--- config.mk ---
export PLATFORM = sky130hd
export DESIGN_NAME = reduce_seq
export DESIGN_NICKNAME = d
export VERILOG_FILES = /design/src/rtl/reduce_pkg.sv /design/src/rtl/chunk_reduce.sv /design/src/rtl/reduce_seq.sv
export SDC_FILE = /design/constraint.sdc
export NUM_CORES = 1
export LEC_CHECK = 0
export BUFFER_PORTS_ARGS = -buffer_cell sky130_fd_sc_hd__buf_2
export CAP_MARGIN = 10
export CORE_UTILIZATION = 50
export DETAILED_ROUTE_END_ITERATION = 10
export GPL_ROUTABILITY_DRIVEN = 1
export HOLD_SLACK_MARGIN = 0.02
export PLACE_DENSITY = 0.88
export SYNTH_ARGS = -nofsm -noshare
export SYNTH_HDL_FRONTEND = slang
export SYNTH_SLANG_ARGS = --single-unit
--- constraint.sdc ---
create_clock -name clk -period 4.65 [get_ports clk]
set_input_delay 0.93 -clock clk [delete_from_list [all_inputs] [get_ports clk]]
set_output_delay 0.93 -clock clk [all_outputs]
set_load 0.03 [all_outputs]
--- src/rtl/reduce_pkg.sv ---
// Shared types and helpers for the sequential bit-vector reduction engine.
//   op_e     : request opcode (OR/AND/XOR, their inverses, two reserved codes)
//   state_e  : engine control state
//   base_op / invert_of / identity / combine : opcode decode and 1-bit fold helpers
package reduce_pkg;

    typedef enum logic [2:0] {
        OP_OR   = 3'd0,
        OP_AND  = 3'd1,
        OP_XOR  = 3'd2,
        OP_NOR  = 3'd3,
        OP_NAND = 3'd4,
        OP_XNOR = 3'd5,
        OP_RSV6 = 3'd6,
        OP_RSV7 = 3'd7
    } op_e;

    typedef enum logic [1:0] {
        IDLE = 2'd0,
        RUN  = 2'd1,
        DONE = 2'd2
    } state_e;

    // Fold the full opcode down to one of OR/AND/XOR; reserved codes behave as OR.
    function automatic op_e base_op(op_e op);
        op_e r;
        case (op)
            OP_AND, OP_NAND: r = OP_AND;
            OP_XOR, OP_XNOR: r = OP_XOR;
            default:         r = OP_OR;
        endcase
        return r;
    endfunction

    // Inverted variants produce the complement of the base reduction.
    function automatic logic invert_of(op_e op);
        return (op == OP_NOR) || (op == OP_NAND) || (op == OP_XNOR);
    endfunction

    // Neutral element of the fold: starting value and pad bit for a short last chunk.
    function automatic logic identity(op_e op);
        return (op == OP_AND) || (op == OP_NAND);
    endfunction

    // One 1-bit fold step under the base operation.
    function automatic logic combine(op_e op, logic a, logic b);
        logic r;
        case (op)
            OP_AND, OP_NAND: r = a & b;
            OP_XOR, OP_XNOR: r = a ^ b;
            default:         r = a | b;
        endcase
        return r;
    endfunction

endpackage

--- src/rtl/chunk_reduce.sv ---
// Combinational reduction of one CHUNK-bit slice to a single bit.
//   bits     : slice to reduce (already padded with the identity where needed)
//   op       : base operation (OR/AND/XOR)
//   result_c : reduction of the slice
// Built as a linear fold, one stage per bit, matching the legacy reduction chains.
module chunk_reduce
    import reduce_pkg::*;
#(
    parameter int unsigned CHUNK = 4
) (
    input  logic [CHUNK-1:0] bits,
    input  op_e              op,
    output logic             result_c
);

    // Linear chain seeded with the identity so a chunk reduces exactly like the full fold.
    always_comb begin
        logic stage;
        stage = identity(op);
        for (int unsigned i = 0; i < CHUNK; i++) begin
            stage = combine(op, stage, bits[i]);
        end
        result_c = stage;
    end

endmodule

--- src/rtl/reduce_seq.sv ---
// Multi-cycle WIDTH-bit reduction engine: folds CHUNK bits per cycle into a 1-bit accumulator
// and returns OR/AND/XOR (or the inverse) through a valid/ready pair.
//   clk, rst   : clock, synchronous active-high reset
//   in_valid   : request present          in_ready  : request accepted when in_valid & in_ready
//   in_op      : opcode (reduce_pkg::op_e) in_vec    : vector to reduce, captured on accept
//   out_valid  : result present (DONE)    out_ready : consumer accepts result
//   out_result : reduction result         busy      : engine in RUN or DONE
module reduce_seq
    import reduce_pkg::*;
#(
    parameter int unsigned WIDTH = 32,
    parameter int unsigned CHUNK = 4
) (
    input  logic             clk,
    input  logic             rst,
    input  logic             in_valid,
    output logic             in_ready,
    input  op_e              in_op,
    input  logic [WIDTH-1:0] in_vec,
    output logic             out_valid,
    input  logic             out_ready,
    output logic             out_result,
    output logic             busy
);

    localparam int unsigned NCHUNK = (WIDTH + CHUNK - 1) / CHUNK;
    localparam int unsigned CW     = (NCHUNK > 1) ? $clog2(NCHUNK) : 1;
    localparam int unsigned PADW   = NCHUNK * CHUNK - WIDTH;
    localparam int unsigned PW     = NCHUNK * CHUNK;
    localparam logic [CW-1:0] LAST = CW'(NCHUNK - 1);

    state_e            state_q;
    state_e            state_d;
    logic [CW-1:0]     cnt_q;
    logic [WIDTH-1:0]  vec_q;
    op_e               base_q;
    logic              inv_q;
    logic              acc_q;
    logic              result_q;

    logic              accept_c;
    logic              last_c;
    logic [PW-1:0]     vec_pad_c;
    logic [CHUNK-1:0]  chunk_bits_c;
    logic              chunk_res_c;
    logic              acc_next_c;

    // Handshake: a finished result being consumed frees the engine in the same cycle.
    assign in_ready   = (state_q == IDLE) | ((state_q == DONE) & out_ready);
    assign accept_c   = in_valid & in_ready;
    assign last_c     = (state_q == RUN) & (cnt_q == LAST);
    assign out_valid  = (state_q == DONE);
    assign busy       = (state_q != IDLE);
    assign out_result = result_q;

    // State register.
    always_ff @(posedge clk) begin
        if (rst) begin
            state_q <= IDLE;
        end else begin
            state_q <= state_d;
        end
    end

    // Next-state logic.
    always_comb begin
        state_d = state_q;
        case (state_q)
            IDLE: begin
                if (in_valid) begin
                    state_d = RUN;
                end
            end
            RUN: begin
                if (cnt_q == LAST) begin
                    state_d = DONE;
                end
            end
            DONE: begin
                if (out_ready) begin
                    state_d = in_valid ? RUN : IDLE;
                end
            end
            default: state_d = IDLE;
        endcase
    end

    // Widen the captured vector to a whole number of chunks; the pad is the identity so it
    // cannot change the result, and no index ever reaches past WIDTH-1 of the real vector.
    generate
        if (PADW == 0) begin : g_nopad
            assign vec_pad_c = vec_q;
        end else begin : g_pad
            assign vec_pad_c = {{PADW{identity(base_q)}}, vec_q};
        end
    endgenerate

    // Select the chunk addressed by the counter.
    always_comb begin
        chunk_bits_c = '0;
        for (int unsigned k = 0; k < NCHUNK; k++) begin
            if (cnt_q == CW'(k)) begin
                chunk_bits_c = vec_pad_c[k*CHUNK +: CHUNK];
            end
        end
    end

    chunk_reduce #(
        .CHUNK (CHUNK)
    ) u_chunk (
        .bits     (chunk_bits_c),
        .op       (base_q),
        .result_c (chunk_res_c)
    );

    assign acc_next_c = combine(base_q, acc_q, chunk_res_c);

    // Datapath: capture on accept, fold one chunk per RUN cycle, latch the result on the last.
    always_ff @(posedge clk) begin
        if (rst) begin
            cnt_q    <= '0;
            vec_q    <= '0;
            base_q   <= OP_OR;
            inv_q    <= 1'b0;
            acc_q    <= 1'b0;
            result_q <= 1'b0;
        end else if (accept_c) begin
            cnt_q  <= '0;
            vec_q  <= in_vec;
            base_q <= base_op(in_op);
            inv_q  <= invert_of(in_op);
            acc_q  <= identity(base_op(in_op));
        end else if (state_q == RUN) begin
            acc_q <= acc_next_c;
            if (last_c) begin
                result_q <= acc_next_c ^ inv_q;
            end else begin
                cnt_q <= cnt_q + CW'(1);
            end
        end
    end

endmodule

==> results.toml, run 1 <==
[min_path]
hold_class = "register to register"
hp-start = "vec_pad_c[18]"
whs_path_depth = 2

[floorplanning]
start_util_pct = 53.4
io_pins = 43
die_area_sq_mm = 0.00502
placementRows = 24
coreArea_sq_mm = 0.00444
die_h_um = 70.9
die_w_um = 70.9

[setup_path]
worstPathRequired_ps = 4860
cp-startpoint = "cnt_q[0]"
endpoint = "out_result"
slowest_delay_ps = 380
timing.rr.start = "cnt_q[0]"
crit_fanout = 5
reg2reg_depth = 24
r2r_end = "out_result"
critPathBufInv = 1
path_cells = "ha_4 -> ha_4 -> nor2b_4 -> a21o_1 -> a211o_1 -> nand2_2 -> ha_4 -> a211oi_4 -> a21oi_2 -> ha_1 -> a221oi_2 -> a21oi_2 -> ha_1 -> a221oi_2 -> a21oi_2 -> ha_1 -> a221oi_2 -> a21oi_2 -> inv_1 -> ha_4 -> a221oi_2 -> a21oi_2 -> xnor2_1 -> a311oi_1"
crit_cells = 24
crit_slowest_cell = "dfxtp_4"
critPathArrivalTime_ps = 5290
critPathTopFamily = "compound AO/OA/AOI/OAI gates"
cp_common_cell = "a21oi_2"
critPathLaunchType = "register"
reg2reg_slack_ps = -420
critPathKind = "register to register"
crit_path_end_kind = "register"

[synth]
yosysTopAreaCellShare_pct = 35.4
synth_top_area_cell = "dfxtp_1"
synth_edf_count = 0
synth.distinct_cells = 38
synthCells = 306
syn-mean-instance-area_sq_um = 7.75
yosysSeqAreaShare_pct = 35.4
syn_area_sq_mm = 0.00237
synth-async-reset-ratio_pct = 0
ys.flop_type = "dfxtp_1"
syn_nets = 363
yosysWarnings = 0
ys_top_cells_by_area = "dfxtp_1 35%, nand2_1 12%, a21oi_1 11%"
ys_ff_latch = 42

[sta]
fin_crit_sh_pct = 109
worst_slew_pin_slew_ps = 741
worst_clock_skew_ps = 8.11
hold_viol_final = 0
max_freq_mhz = 197
max-slew-margin-rel_pct = 50.6
period_minus_slack_ps = 5070
drv_slew = 0
fin_ws_ps = -425
setup_violations = 2
fin_setup_tns_ps = -816
rsz0062_at_grt = "true"

[pwr]
vdd_drop_max_mv = 0.221
leakage_nw = 1.27
power_density_mw_per_mm2 = 302
total_power_uw = 919

[final_layout]
fin_area_sq_mm = 0.00304
drive_gt1_share_pct = 31.3
final_common_cell = "nand2_1"
stdcell_count = 413
final_nets = 417
antenna_cells = 0
syn2layout_area_growth_pct = 28.1
layout_common_cells = "76 x nand2_1, 46 x a21oi_1, 42 x buf_2, 39 x dfxtp_1, 25 x buf_4"
fin_util_pct = 68.4

[clock_tree]
tritoncts = "done"
cts.clk_slew.worst_paths_ps = 80
clk_path_buf_depth = 2
cts_sinks = 42
cts_hold_buf = 0
cts_root_buf = "clkbuf_8"
numCtsBuffers = 5
cts_max_level = 2
clock_latency_ps = 300

[detailed_routing]
post-route-drc-count = 0
vias = 2277
ant_nets = 0
viasPerCell = 5.51
wire_per_inst_um = 14.3
drt_iter0_markers = 141
firstDrtPassIters = 7
routed_wl_mm = 5.89

[job]
cap_violations = 0

[placed_design]
post-place-cells = 401
placed_area_sq_mm = 0.00279
portBuffers = 42
post-dp-hpwl_mm = 4.12
gp_congestion = 0.853

[global_route]
grt_first_pass_wirelength_mm = 9.89
grt.total_usage_pct = 24.7
gr-total-overflow = 0
antenna_found_initial = 0
grt_max_degree = 43
grt_pass1_vias = 2255

[outcome]
violations = "setup timing"
status = "complete, but fails checks"
[area by class of cell]
type                            count  area, sq um
Multi-Input combinational cell    226         1550
Fill cell                         347         1410
Sequential cell                    42          850
Timing Repair Buffer               67          398
Clock buffer                        7         76.3
Inverter                           18         72.6
Tap cell                           52         65.1
Clock inverter                      1         30.0
[stage by stage]
stage	setup slack (ps)	hold WS, ps
2_1_floorplan	-33.8	436
3_3_place_gp	-104	446
5_1_grt	-652	483
6_report	-425	461
4_1_cts	-385	460
3_5_place_dp	-378	449
[synth_stat cells, types with 3 or more instances]
| master | number |
|---|---|
| nand2_1 | 77 |
| a21oi_1 | 52 |
| dfxtp_1 | 42 |
| ha_1 | 18 |
| inv_1 | 18 |
| nor2_1 | 10 |
| nor2b_1 | 10 |
| buf_2 | 9 |
| clkbuf_1 | 6 |
| a211oi_1 | 5 |
| a221oi_1 | 5 |
| a21o_1 | 4 |
| nor3b_1 | 4 |
| a311oi_1 | 3 |
| and2_1 | 3 |
| nor3_1 | 3 |
| o21ai_0 | 3 |
| xnor2_1 | 3 |
[registers in the layout, summed over array words and instances, names as in the netlist]
signal / cells
vec_pad_c: 32
cnt_q: 3
base_q: 2
state_q: 2
acc_q: 1
inv_q: 1
out_result: 1
[repair_timing]
item	CTS	global route
gates resized for setup	13	11
setup buffers	2	2
endpoints found under the setup margin	2	2
pin swaps	20	14
[cells by family after synthesis]
family                   synth area share [%]
adder cells (fa/ha/maj)                  9.49
buffers and inverters                    7.28
AND/OR/NAND/NOR                          22.8
AO/OA/AOI/OAI                            23.9
XOR/XNOR                                 1.11
flip-flops                               35.4
[report_power, final]
group | internal, mW | switching [mW] | total [mW]
sequential | 0.381 | 0.0171 | 0.398
clock | 0.161 | 0.122 | 0.283
combinational | 0.113 | 0.125 | 0.238
total | 0.654 | 0.265 | 0.919
[tightest hold or removal path, stage by stage, from the launching register on]
cell and delay, ps:
dfxtp_1 310, nand2_1 50, a21oi_1 50
[how the worst min path moves through the flow]
stage                               end  slack (ps)
final                     vec_pad_c[18]         460
after global routing      vec_pad_c[30]         480
after CTS                 vec_pad_c[26]         460
after detailed placement  vec_pad_c[26]         450
after global placement    vec_pad_c[18]         450
after floorplan           vec_pad_c[14]         440
[routing by layer]
| layer | share of wire (%) | routed length [um] | GRT usage (%) | vias to the layer above |
|---|---|---|---|---|
| li1 | - | - | - | 1142 |
| met1 | 44 | 2600 | 29.6 | 1050 |
| met2 | 49 | 2860 | 44.1 | 67 |
| met3 | 4.6 | 271 | 5.13 | 18 |
| met4 | 2.7 | 162 | 8.22 | 0 |
| met5 | 0 | 0 | 0 | - |
(Power assumes the default switching activity.)
==> inputs of run 2 (changes only) <==
--- a/config.mk
+++ b/config.mk
@@ -5,9 +5,12 @@
 export SDC_FILE = /design/constraint.sdc
 export NUM_CORES = 1
 export LEC_CHECK = 0
+export ABC_AREA = 1
 export BUFFER_PORTS_ARGS = -buffer_cell sky130_fd_sc_hd__buf_2
 export CAP_MARGIN = 10
-export CORE_UTILIZATION = 50
+export CELL_PAD_IN_SITES_DETAIL_PLACEMENT = 0
+export CELL_PAD_IN_SITES_GLOBAL_PLACEMENT = 2
+export CORE_UTILIZATION = 27
 export DETAILED_ROUTE_END_ITERATION = 10
 export GPL_ROUTABILITY_DRIVEN = 1
 export HOLD_SLACK_MARGIN = 0.02
==> run 2 against run 1 <==
Effect of this change: the flow now finishes without violations; critical path depth rose by 9; sequential share of layout area fell by 0.85 points; clock skew fell by 3.1 ps; via count rose by 0.40%; die area rose by 82%; power fell by 2.7%; worst setup slack improved by 450 ps; critical path type unchanged; clock-buffer cell count did not move; global-route usage fell by 11 points; non-clock buffer count rose by 9; largest cell class unchanged.
==> results.toml, run 2 <==
[detailed_routing]
routed_wl_mm = 5.73
viasPerCell = 4.25
ant_nets = 0
post-route-drc-count = 0
vias = 2286
firstDrtPassIters = 4
wire_per_inst_um = 10.6
drt_iter0_markers = 54

[synth]
syn_area_sq_mm = 0.00237
synth_edf_count = 0
yosysSeqAreaShare_pct = 35.5
synth_top_family_by_area = "simple AND/OR/NAND/NOR gates"
synth-compound-area-share_pct = 16.0
synth.distinct_cells = 25
synth-simple-area-share_pct = 28.4
synth_top_area_cell = "dfxtp_1"
ys_ff_latch = 42
yosysTopAreaCellShare_pct = 35.5
yosysWarnings = 0
synth_adder_area_share_pct = 9.50
ys_top_cells_by_area = "dfxtp_1 35%, nor2_1 13%, nand2_1 11%"
synth_top_cells_by_count = "84 x nor2_1, 67 x nand2_1, 51 x inv_1"
synth-xor-area-share_pct = 0
synthCells = 360
muxShareOfSynthArea_pct = 0
syn_nets = 417
syn-mean-instance-area_sq_um = 6.59
ys.flop_type = "dfxtp_1"
yosysMostFrequentCell = "nor2_1"
synth-async-reset-ratio_pct = 0

[job]
cap_violations = 0

[sta]
rsz0062_at_grt = "true"
worst_slew_pin_slew_ps = 904
max_freq_mhz = 216
fin_crit_sh_pct = 99.5
drv_slew = 0
max-slew-margin-rel_pct = 39.6
setup_violations = 0
holdWs_ps = 469
period_minus_slack_ps = 4630
hold_viol_final = 0
fin_ws_ps = 24.4
worst_clock_skew_ps = 5.04

[final_layout]
final_nets = 490
n_fill_cell = 914
final_common_cell = "nor2_1"
largest_reg_flops = 32
multi_input_area_sq_mm = 0.00140
drive_gt1_share_pct = 27.7
fin_util_pct = 37.6
layout_common_cells = "83 x nor2_1, 62 x nand2_1, 45 x inv_1, 42 x buf_2, 39 x dfxtp_1"
antenna_cells = 0
syn2layout_area_growth_pct = 32.2
fin_area_sq_mm = 0.00313
stdcell_count = 538
seq_area_sq_um = 850

[floorplanning]
die_area_sq_mm = 0.00916
die_h_um = 95.7
placementRows = 33
coreArea_sq_mm = 0.00834
io_pins = 43
die_w_um = 95.7
start_util_pct = 28.4

[pwr]
swShare_pct = 31.1
p_int_uw = 616
vdd_drop_max_mv = 0.103
p_switching_uw = 278
leakage_nw = 1.57
p_seq_share_pct = 45.4
comb_power_share_pct = 29.9
clkPwrFrac_pct = 24.8
power_density_mw_per_mm2 = 285

[clock_tree]
clk_path_buf_depth = 2
cts_hold_buf = 0
cts.clk_slew.worst_paths_ps = 80
cts_max_level = 2
numCtsBuffers = 5
tritoncts = "done"
clock_latency_ps = 290
cts_root_buf = "clkbuf_8"
cts_sinks = 42

[setup_path]
r2r_end = "out_result"
cp_common_cell = "nand2_1"
crit_slowest_cell = "dfxtp_4"
reg2reg_depth = 33
slowest_delay_ps = 380
crit_fanout = 3
critPathBufInv = 4
crit_path_end_kind = "register"
worstPathRequired_ps = 4840
crit_cells = 33
critPathKind = "register to register"
critPathTopFamily = "adder cells"
critPathArrivalTime_ps = 4820
timing.rr.start = "cnt_q[1]"
reg2reg_slack_ps = 20
critPathLaunchType = "register"

[global_route]
antenna_found_initial = 0
gr-total-overflow = 0
grt_max_degree = 43
grt_first_pass_wirelength_mm = 9.85
grt_pass1_vias = 2173
grt.total_usage_pct = 13.9

[placed_design]
portBuffers = 42
placed_area_sq_mm = 0.00284
post-dp-hpwl_mm = 4.18
post-place-cells = 521
post-place-ws_ps = -308
gp_congestion = 0.767

[min_path]
hp-start = "vec_pad_c[2]"
whs_path_depth = 2
hold-path-endpoint = "vec_pad_c[2]"
hold_class = "register to register"

[outcome]
status = "finished clean"
-- run 2: cell count changes after synthesis, sizes merged, moves of 6 or more --
cell   change
buf       -11
o21ai     +38
inv       +35
nand2      -6
nor2b     -10
nand3     +11
a21oi     -38
nor2      +74
-- run 2: final cells by class --
type	instances	area share, %
inverters	53	6.67
clock buffers	7	2.44
repair buffers	76	14.9
flip-flops and latches	42	27.1
multi-input cells	255	44.8
well taps	105	4.19
-- run 2: cells by family (layout without fill, tap and decap cells) --
group / count (synthesis) / after routing
fa+ha+maj: 18 / 18
simple gates: 170 / 170
flops: 42 / 42
buf+inv: 63 / 136
compound gates: 67 / 67
-- run 2: worst min-delay path, delay by kind of cell, from the launching register on --
kind	cells	cell delay (ps)
DFF	1	300
buffers and inverters	1	70
AOI/OAI and AO/OA	1	60
-- run 2: repair_timing --
item | in CTS | in global routing
pin swaps | 13 | 6
buffers inserted | 8 | 2
gates resized for setup | 27 | 17
endpoints found under the setup margin | 2 | 2
-- run 2: routing by layer --
metal / wire (um) / track usage, % / vias up
met5: 0 / 0 / -
met1: 3010 / 18.9 / 977
met4: 57 / 4.10 / 0
met3: 175 / 2.61 / 4
li1: - / - / 1272
met2: 2480 / 22.4 / 33
-- run 2: worst max-delay path by stage --
| stage | startpoint | to | slack, ps |
|---|---|---|---|
| 3_3_place_gp | cnt_q[0] | out_result | -170 |
| 2_1_floorplan | cnt_q[1] | out_result | 1 |
| 4_1_cts | cnt_q[1] | out_result | 6 |
| 6_report | cnt_q[1] | out_result | 20 |
| 3_5_place_dp | cnt_q[0] | out_result | -310 |
| 5_1_grt | cnt_q[0] | out_result | -310 |
-- run 2: power by group through the flow --
stage / logic [mW] / registers [mW] / clock network (mW)
2_1_floorplan: 0.147 / 0.408 / 0
3_3_place_gp: 0.210 / 0.412 / 0
3_5_place_dp: 0.213 / 0.413 / 0
4_1_cts: 0.246 / 0.405 / 0.233
5_1_grt: 0.309 / 0.409 / 0.248
6_report: 0.267 / 0.405 / 0.221
-- run 2: stage by stage --
stage                     total power [mW]  setup TNS (ps)
after floorplan                      0.555               0
after global placement               0.622            -304
after detailed placement             0.626            -539
after CTS                            0.884               0
after global routing                 0.965            -569
final                                0.894               0
